### config.mk
export PLATFORM = sky130hd
export DESIGN_NAME = sat_bin_host_loader_flat
export DESIGN_NICKNAME = d
export VERILOG_FILES = /design/src/rtl/sat_bin_host_loader_if.sv /design/src/rtl/sat_bin_host_loader.sv /design/src/flat_wrapper.sv
export SDC_FILE = /design/constraint.sdc
export NUM_CORES = 1
export LEC_CHECK = 0
export CORE_ASPECT_RATIO = 1.5
export CORE_MARGIN = 2
export CORE_UTILIZATION = 42
export CTS_CLUSTER_SIZE = 14
export DETAILED_ROUTE_END_ITERATION = 8
export PLACE_DENSITY = 0.91
export SLEW_MARGIN = 20
export SYNTH_ARGS = -nofsm -noshare
export SYNTH_HDL_FRONTEND = slang
export SYNTH_SLANG_ARGS = --single-unit
### constraint.sdc
create_clock -name clk -period 2.7 [get_ports clk]
set_input_delay 0.405 -clock clk [delete_from_list [all_inputs] [get_ports clk]]
set_output_delay 0.405 -clock clk [all_outputs]
set_load 0.1 [all_outputs]
### src/rtl/sat_bin_host_loader_if.sv
// rtl/sat_bin_host_loader_if.sv - host word stream and result stream bundle for the sat_bin loader
interface sat_bin_host_loader_if #(
  parameter int WIDTH_HOST = 32
);
  logic [WIDTH_HOST-1:0] host_data_i;
  logic                  host_valid_i;
  logic                  host_ready_o;
  logic [WIDTH_HOST-1:0] res_data_o;
  logic                  res_valid_o;
  logic                  res_ready_i;

  modport master (
    output host_data_i, host_valid_i, res_ready_i,
    input  host_ready_o, res_data_o, res_valid_o
  );

  modport slave (
    input  host_data_i, host_valid_i, res_ready_i,
    output host_ready_o, res_data_o, res_valid_o
  );
endinterface

### src/rtl/sat_bin_host_loader.sv
// rtl/sat_bin_host_loader.sv - host stream to sat_bin RAM/bin-info/start loader; SAT_BIN_LOADER_CNT_EN adds a solve-cycle counter
module sat_bin_host_loader #(
  parameter int WIDTH_HOST       = 32,
  parameter int WIDTH_VAR        = 12,
  parameter int WIDTH_CLAUSES    = 16,
  parameter int WIDTH_VAR_STATES = 19,
  parameter int WIDTH_LVL_STATES = 11,
  parameter int ADDR_WIDTH       = 10
) (
  input  logic                        clk,
  input  logic                        rst,
  sat_bin_host_loader_if.slave        host_if,
  output logic                        err_o,
  output logic                        apply_ex_o,
  output logic                        ram_we_v_o,
  output logic [WIDTH_VAR-1:0]        ram_din_v_o,
  output logic [ADDR_WIDTH-1:0]       ram_addr_v_o,
  output logic                        ram_we_c_o,
  output logic [WIDTH_CLAUSES-1:0]    ram_din_c_o,
  output logic [ADDR_WIDTH-1:0]       ram_addr_c_o,
  output logic                        ram_we_vs_o,
  output logic [WIDTH_VAR_STATES-1:0] ram_din_vs_o,
  output logic [ADDR_WIDTH-1:0]       ram_addr_vs_o,
  output logic                        ram_we_ls_o,
  output logic [WIDTH_LVL_STATES-1:0] ram_din_ls_o,
  output logic [ADDR_WIDTH-1:0]       ram_addr_ls_o,
  output logic                        bin_info_en_o,
  output logic [WIDTH_VAR-1:0]        nv_all_o,
  output logic [WIDTH_CLAUSES-1:0]    nb_all_o,
  output logic                        start_o,
  input  logic                        done_i,
  input  logic                        global_sat_i,
  input  logic                        global_unsat_i
);
  localparam int WA = (WIDTH_VAR > WIDTH_CLAUSES) ? WIDTH_VAR : WIDTH_CLAUSES;
  localparam int WB = (WIDTH_VAR_STATES > WIDTH_LVL_STATES) ? WIDTH_VAR_STATES : WIDTH_LVL_STATES;
  localparam int WD = (WA > WB) ? WA : WB;

  typedef enum logic [2:0] {S_IDLE, S_PAYLOAD, S_BININFO, S_BIN_WR, S_START, S_REPORT} state_t;

  state_t                 state_q, state_d;
  logic                   alive_q;
  logic [1:0]             tgt_q, tgt_d;
  logic [ADDR_WIDTH-1:0]  ptr_q, ptr_d, waddr_q, waddr_d;
  logic [9:0]             rem_q, rem_d;
  logic [WD-1:0]          wdata_q, wdata_d;
  logic [3:0]             we_q, we_d;
  logic                   apply_q, apply_d, err_q, err_d, bin_en_q, bin_en_d;
  logic                   sat_q, sat_d, unsat_q, unsat_d;
  logic [WIDTH_VAR-1:0]     nv_q, nv_d;
  logic [WIDTH_CLAUSES-1:0] nb_q, nb_d;

  logic       accept, start_acc;
  logic [3:0] hdr_cmd;
  logic [9:0] hdr_cnt;

  assign hdr_cmd = host_if.host_data_i[31:28];
  assign hdr_cnt = host_if.host_data_i[27:18];

  // alive_q keeps host_ready_o low while reset is held and on the first edge after release
  assign host_if.host_ready_o = alive_q &&
      (state_q == S_IDLE || state_q == S_PAYLOAD || state_q == S_BININFO);
  assign accept    = host_if.host_valid_i && host_if.host_ready_o;
  assign start_acc = accept && (state_q == S_IDLE) && (hdr_cmd == 4'd5);

  always_comb begin
    state_d  = state_q;
    tgt_d    = tgt_q;
    ptr_d    = ptr_q;
    rem_d    = rem_q;
    waddr_d  = waddr_q;
    wdata_d  = wdata_q;
    we_d     = 4'b0000;
    apply_d  = apply_q;
    err_d    = err_q;
    bin_en_d = 1'b0;
    nv_d     = nv_q;
    nb_d     = nb_q;
    sat_d    = sat_q;
    unsat_d  = unsat_q;
    case (state_q)
      S_IDLE: begin
        if (accept) begin
          case (hdr_cmd)
            4'd0, 4'd1, 4'd2, 4'd3: begin
              if (hdr_cnt != 10'd0) begin
                tgt_d   = hdr_cmd[1:0];
                ptr_d   = ADDR_WIDTH'(host_if.host_data_i[9:0]);
                rem_d   = hdr_cnt;
                apply_d = 1'b1;
                state_d = S_PAYLOAD;
              end
            end
            4'd4: state_d = S_BININFO;
            4'd5: begin
              apply_d = 1'b0;
              state_d = S_START;
            end
            default: err_d = 1'b1;
          endcase
        end
      end
      S_PAYLOAD: begin
        if (accept) begin
          we_d    = 4'b0001 << tgt_q;
          wdata_d = host_if.host_data_i[WD-1:0];
          waddr_d = ptr_q;
          ptr_d   = ptr_q + 1'b1;
          rem_d   = rem_q - 10'd1;
          if (rem_q == 10'd1) state_d = S_IDLE;
        end
      end
      S_BININFO: begin
        if (accept) begin
          nv_d     = host_if.host_data_i[WIDTH_VAR-1:0];
          nb_d     = host_if.host_data_i[16 +: WIDTH_CLAUSES];
          bin_en_d = 1'b1;
          state_d  = S_BIN_WR;
        end
      end
      S_BIN_WR: state_d = S_IDLE;
      S_START: begin
        if (done_i) begin
          sat_d   = global_sat_i;
          unsat_d = global_unsat_i;
          state_d = S_REPORT;
        end
      end
      S_REPORT: begin
        if (host_if.res_ready_i) state_d = S_IDLE;
      end
      default: state_d = S_IDLE;
    endcase
  end

  always_ff @(posedge clk or negedge rst) begin
    if (!rst) begin
      state_q  <= S_IDLE;
      alive_q  <= 1'b0;
      tgt_q    <= '0;
      ptr_q    <= '0;
      rem_q    <= '0;
      waddr_q  <= '0;
      wdata_q  <= '0;
      we_q     <= '0;
      apply_q  <= 1'b0;
      err_q    <= 1'b0;
      bin_en_q <= 1'b0;
      nv_q     <= '0;
      nb_q     <= '0;
      sat_q    <= 1'b0;
      unsat_q  <= 1'b0;
    end else begin
      state_q  <= state_d;
      alive_q  <= 1'b1;
      tgt_q    <= tgt_d;
      ptr_q    <= ptr_d;
      rem_q    <= rem_d;
      waddr_q  <= waddr_d;
      wdata_q  <= wdata_d;
      we_q     <= we_d;
      apply_q  <= apply_d;
      err_q    <= err_d;
      bin_en_q <= bin_en_d;
      nv_q     <= nv_d;
      nb_q     <= nb_d;
      sat_q    <= sat_d;
      unsat_q  <= unsat_d;
    end
  end

`ifdef SAT_BIN_LOADER_CNT_EN
  logic [23:0] cnt_q;

  // Counts cycles with start_o high, including the cycle done_i is sampled
  always_ff @(posedge clk or negedge rst) begin
    if (!rst)                                        cnt_q <= '0;
    else if (start_acc)                              cnt_q <= '0;
    else if (state_q == S_START && cnt_q != 24'hFFFFFF) cnt_q <= cnt_q + 24'd1;
  end

  assign host_if.res_data_o = WIDTH_HOST'({cnt_q, 5'd0, err_q, unsat_q, sat_q});
`else
  logic unused_start_acc;
  assign unused_start_acc   = start_acc;
  assign host_if.res_data_o = WIDTH_HOST'({5'd0, err_q, unsat_q, sat_q});
`endif

  assign host_if.res_valid_o = (state_q == S_REPORT);
  assign start_o       = (state_q == S_START);
  assign err_o         = err_q;
  assign apply_ex_o    = apply_q;
  assign bin_info_en_o = bin_en_q;
  assign nv_all_o      = nv_q;
  assign nb_all_o      = nb_q;

  assign ram_we_v_o    = we_q[0];
  assign ram_we_c_o    = we_q[1];
  assign ram_we_vs_o   = we_q[2];
  assign ram_we_ls_o   = we_q[3];
  assign ram_din_v_o   = wdata_q[WIDTH_VAR-1:0];
  assign ram_din_c_o   = wdata_q[WIDTH_CLAUSES-1:0];
  assign ram_din_vs_o  = wdata_q[WIDTH_VAR_STATES-1:0];
  assign ram_din_ls_o  = wdata_q[WIDTH_LVL_STATES-1:0];
  assign ram_addr_v_o  = waddr_q;
  assign ram_addr_c_o  = waddr_q;
  assign ram_addr_vs_o = waddr_q;
  assign ram_addr_ls_o = waddr_q;
endmodule

### src/flat_wrapper.sv
// flat-port wrapper written by rule: the top's interface ports become plain ports
module sat_bin_host_loader_flat 
#(
  parameter int WIDTH_HOST       = 32,
  parameter int WIDTH_VAR        = 12,
  parameter int WIDTH_CLAUSES    = 16,
  parameter int WIDTH_VAR_STATES = 19,
  parameter int WIDTH_LVL_STATES = 11,
  parameter int ADDR_WIDTH       = 10
)
  (clk, rst, err_o, apply_ex_o, ram_we_v_o, ram_din_v_o, ram_addr_v_o, ram_we_c_o, ram_din_c_o, ram_addr_c_o, ram_we_vs_o, ram_din_vs_o, ram_addr_vs_o, ram_we_ls_o, ram_din_ls_o, ram_addr_ls_o, bin_info_en_o, nv_all_o, nb_all_o, start_o, done_i, global_sat_i, global_unsat_i, host_if_host_data_i, host_if_host_valid_i, host_if_res_ready_i, host_if_host_ready_o, host_if_res_data_o, host_if_res_valid_o);
  sat_bin_host_loader_if #(.WIDTH_HOST(WIDTH_HOST)) host_if_i ();
  input  logic clk;
  input  logic rst;
  output logic err_o;
  output logic apply_ex_o;
  output logic ram_we_v_o;
  output logic [WIDTH_VAR-1:0] ram_din_v_o;
  output logic [ADDR_WIDTH-1:0] ram_addr_v_o;
  output logic ram_we_c_o;
  output logic [WIDTH_CLAUSES-1:0] ram_din_c_o;
  output logic [ADDR_WIDTH-1:0] ram_addr_c_o;
  output logic ram_we_vs_o;
  output logic [WIDTH_VAR_STATES-1:0] ram_din_vs_o;
  output logic [ADDR_WIDTH-1:0] ram_addr_vs_o;
  output logic ram_we_ls_o;
  output logic [WIDTH_LVL_STATES-1:0] ram_din_ls_o;
  output logic [ADDR_WIDTH-1:0] ram_addr_ls_o;
  output logic bin_info_en_o;
  output logic [WIDTH_VAR-1:0] nv_all_o;
  output logic [WIDTH_CLAUSES-1:0] nb_all_o;
  output logic start_o;
  input  logic done_i;
  input  logic global_sat_i;
  input  logic global_unsat_i;
  input wire logic [$bits(host_if_i.host_data_i)-1:0] host_if_host_data_i;
  input wire logic [$bits(host_if_i.host_valid_i)-1:0] host_if_host_valid_i;
  input wire logic [$bits(host_if_i.res_ready_i)-1:0] host_if_res_ready_i;
  output wire logic [$bits(host_if_i.host_ready_o)-1:0] host_if_host_ready_o;
  output wire logic [$bits(host_if_i.res_data_o)-1:0] host_if_res_data_o;
  output wire logic [$bits(host_if_i.res_valid_o)-1:0] host_if_res_valid_o;
  assign host_if_i.host_data_i = host_if_host_data_i;
  assign host_if_i.host_valid_i = host_if_host_valid_i;
  assign host_if_i.res_ready_i = host_if_res_ready_i;
  assign host_if_host_ready_o = host_if_i.host_ready_o;
  assign host_if_res_data_o = host_if_i.res_data_o;
  assign host_if_res_valid_o = host_if_i.res_valid_o;
  sat_bin_host_loader #(.WIDTH_HOST(WIDTH_HOST), .WIDTH_VAR(WIDTH_VAR), .WIDTH_CLAUSES(WIDTH_CLAUSES), .WIDTH_VAR_STATES(WIDTH_VAR_STATES), .WIDTH_LVL_STATES(WIDTH_LVL_STATES), .ADDR_WIDTH(ADDR_WIDTH)) u_core (.clk(clk), .rst(rst), .host_if(host_if_i), .err_o(err_o), .apply_ex_o(apply_ex_o), .ram_we_v_o(ram_we_v_o), .ram_din_v_o(ram_din_v_o), .ram_addr_v_o(ram_addr_v_o), .ram_we_c_o(ram_we_c_o), .ram_din_c_o(ram_din_c_o), .ram_addr_c_o(ram_addr_c_o), .ram_we_vs_o(ram_we_vs_o), .ram_din_vs_o(ram_din_vs_o), .ram_addr_vs_o(ram_addr_vs_o), .ram_we_ls_o(ram_we_ls_o), .ram_din_ls_o(ram_din_ls_o), .ram_addr_ls_o(ram_addr_ls_o), .bin_info_en_o(bin_info_en_o), .nv_all_o(nv_all_o), .nb_all_o(nb_all_o), .start_o(start_o), .done_i(done_i), .global_sat_i(global_sat_i), .global_unsat_i(global_unsat_i));
endmodule
==> results.env <==
IO_PINS=207
SLEW_HEADROOM=0.553
UNREPAIRED_SETUP_ENDPOINTS_AFTER_GLOBAL_ROUTING='false'
DRIVE_ABOVE_1_SHARE=0.307
MAXSLEWVIOLCOUNT=0
WORST_SETUP_PATH_START_KIND='flop'
RUN_STATUS='finished clean'
REG2REG_SLACK_NS=0.52
MAX_FREQUENCY_MHz=458
GRT_FIRST_PASS_WIRELENGTH_UM=18200
DETAIL_ROUTE.ITER0.VIOLATIONS=257
PLACEABLECOREAREA_MM2=0.0114
CTS_MAX_LEVEL=3
CTS_HOLD_BUFFERS=0
FINALWEIGHTEDCONGESTION=0.824
WORSTMARGINPINSLEW_NS=0.670
NETLIST-CELL-TYPE-COUNT=43
TIMING.CRITICAL_PATH.ARRIVAL_NS=2.46
YOSYSSEQAREASHARE=0.476
REGTOREGENDPOINT='u_core.state_q[0]'
POST_CTS.RESIZED_INSTANCES=0
WORST-SETUP-PATH-TYPE='flop to flop'
SYNTH_TOP_AREA_FRAC=0.476
MAX_CAP_VIOLS=0
TOTAL_NEGATIVE_SETUP_SLACK_NS=0
NUMBER_OF_ANTENNA_VIOLATIONS_AT_THE_FIRST_CHECK_IN_GLOBAL_ROUTING=0
NUM-FILL-CELLS=1047
SYNTH_LARGEST_AREA_CELL='dfrtp_1'
ANTENNA_CELLS=0
PIN_COUNT_OF_THE_BIGGEST_NET_ENTERING_GLOBAL_ROUTING=63
VIA_COUNT=3825
WORST_FLOP_TO_FLOP_PATH_STARTPOINT='u_core.state_q[0]'
SYNTH-EDFF-COUNT=0
LARGEST_DRIVER_FANOUT_ON_THE_CRITICAL_PATH=20
DIE_WIDTH_UM=91.6
TIMING.REG2REG.WORST_PATH_DEPTH=5
HP-CLASS='primary input to asynchronous set/reset pin'
NUMBER_OF_GLOBAL_ROUTE_VIAS_BEFORE_REPAIR=3550
CTS_INSERTED_BUFFERS=9
DIE_H_UM=135
YOSYS-TOP-CELLS-AREA='dfrtp_1 48%, buf_4 16%, nand2_1 9.9%'
AREA_GROWTH_SYN_TO_LAYOUT_PCT=25.2
CLKTRANSATPATHREGS_NS=0.06
MAPPEDNETLISTAREA_MM2=0.00483
CRITPATHREQUIREDTIME_NS=2.98
ALL_LAYER_GR_USAGE=0.186
DETAIL_ROUTE.VIAS_PER_CELL=4.92
YS.FLOP_TYPE='dfrtp_1'
FP-ROW-COUNT=48
CLOCK_ROOT_BUFFER='clkbuf_16'
CTS_TREE='built'
SYNTH_SEQ_CELLS=92
ROUTE.FINAL.WIRE_LENGTH_UM=11600
CTS_SETUP_BUFFERS=0
ANT_NETS=0
INITIAL_UTIL=0.426
CTSLONGESTPATHBUFFERS=2
PORT-BUFFER-COUNT=177
FIN_SKEW_NS=0.00733
GRT_OVERFLOW=0
SYNTH.AVG_CELL_AREA_UM2=9.22
FIN_CRIT_NS=2.18
FINALNETCOUNT=666
ROUTE.DETAILED.DRC=0
ASYNC_FLOP_SHARE=1.00
CLKLATENCYLATEPIN_NS=0.34
FINAL.PERIOD_UTILIZATION=0.809
FINAL-SETUP-VIOL-COUNT=0
SYNTHESIZED_INSTANCE_COUNT=524
YS_WARN_COUNT=0
TRITONCTS_NUM_SINKS=92
DETAIL_ROUTE.FIRST_PASS.ITERATIONS=4
WL_PER_CELL_UM=15.0
HOLD_VIOL=0
DIE-AREA_MM2=0.0124
LAYOUT_COMMON_CELLS='148 x buf_4, 128 x nand2_1, 92 x dfrtp_1, 37 x clkdlybuf4s50_1, 30 x conb_1'
HPWL_UM=8620
TIMING.CRITICAL_PATH.TO_TYPE='flop'
MOST_FREQUENT_STANDARD_CELL_IN_THE_LAYOUT_EXCLUDING_FILL_AND_TAP_CELLS='buf_4'
-- cell usage after synthesis, types with 2 or more instances --
master     number
nand2_1       128
buf_2          13
o22ai_1         2
and3_1          6
a31oi_1         2
nor4_1          2
nor2_1         24
buf_4         102
dfrtp_1        92
o21ai_0        24
ha_1            3
mux2i_1         3
a21oi_1        20
a2bb2oi_1       8
inv_1           8
o21ai_1         2
clkbuf_1       10
a22oi_1         2
o22a_1          2
conb_1          2
mux2_2         22
nand4_1         3
nor3b_1         2
and2_1          4
nand3_1        11
nor3_1         10
-- layout make-up --
cell class	count	area, um^2	share of cell area
Clock inverter	5	53.8	0.00890
Tap cell	150	188	0.0310
Timing Repair Buffer	186	1500	0.248
Sequential cell	92	2300	0.381
Clock buffer	10	229	0.0379
Multi-Input combinational cell	327	1740	0.288
Inverter	8	30.0	0.00496
-- registers in the layout, summed over array words and instances, names as in the netlist, 3 cells and up --
| register | count |
|---|---|
| u_core.ram_din_vs_o | 19 |
| u_core.state_q | 3 |
| u_core.we_q | 4 |
| u_core.nb_all_o | 16 |
| u_core.rem_q | 10 |
| u_core.nv_all_o | 12 |
| u_core.ram_addr_c_o | 10 |
| u_core.ptr_q | 10 |
-- layer usage --
| metal | GRT usage | part of all wire | up-vias |
|---|---|---|---|
| met3 | 0.0312 | 0.055 | 16 |
| met2 | 0.331 | 0.54 | 157 |
| li1 | - | - | 1806 |
| met5 | 0 | 0 | - |
| met1 | 0.219 | 0.38 | 1846 |
| met4 | 0.0842 | 0.023 | 0 |
-- through the flow --
stage | cell area [um^2] | hold WS, ns | cells | setup slack [ns] | util
finish | 6050 | 0.000574 | 778 | 0.515 | 0.533
global route | 6050 | 0.0206 | 778 | 0.286 | 0.533
CTS | 6050 | 0.00196 | 778 | 0.513 | 0.533
detailed placement | 5770 | 0.365 | 763 | 0.230 | 0.508
global placement | 5770 | 0.357 | 763 | 0.253 | 0.508
floorplan | 4940 | 0.109 | 552 | 0.166 | -
-- how the worst max path moves through the flow --
stage	from	endpoint	slack (ns)	depth (start not counted)
floorplan	u_core.state_q[0]	u_core.sat_q	0.17	4
global placement	host_if_host_data_i[22]	u_core.rem_q[5]	0.25	6
detailed placement	host_if_host_data_i[22]	u_core.rem_q[7]	0.23	6
CTS	u_core.state_q[0]	u_core.state_q[0]	0.51	5
global route	u_core.state_q[0]	u_core.state_q[0]	0.29	5
finish	u_core.state_q[0]	u_core.state_q[0]	0.52	5
-- worst max-delay path, cell delays in order (launching register included) --
cell and delay, ns:
dfrtp_1 0.53, or3b_1 0.65, a41o_1 0.21, o2111ai_2 0.19
a2111oi_0 0.41, a21o_1 0.12
-- logic make-up after synthesis --
family          share of synthesized area
simple gates                        0.174
fa+ha+maj                         0.00777
buf+inv                             0.186
flops                               0.476
compound gates                     0.0968
other cells                       0.00155
mux                                0.0575
Power is left out: the tool's default activity adds up to more than one toggle a clock period on the data nets, which glitch-free logic cannot reach.
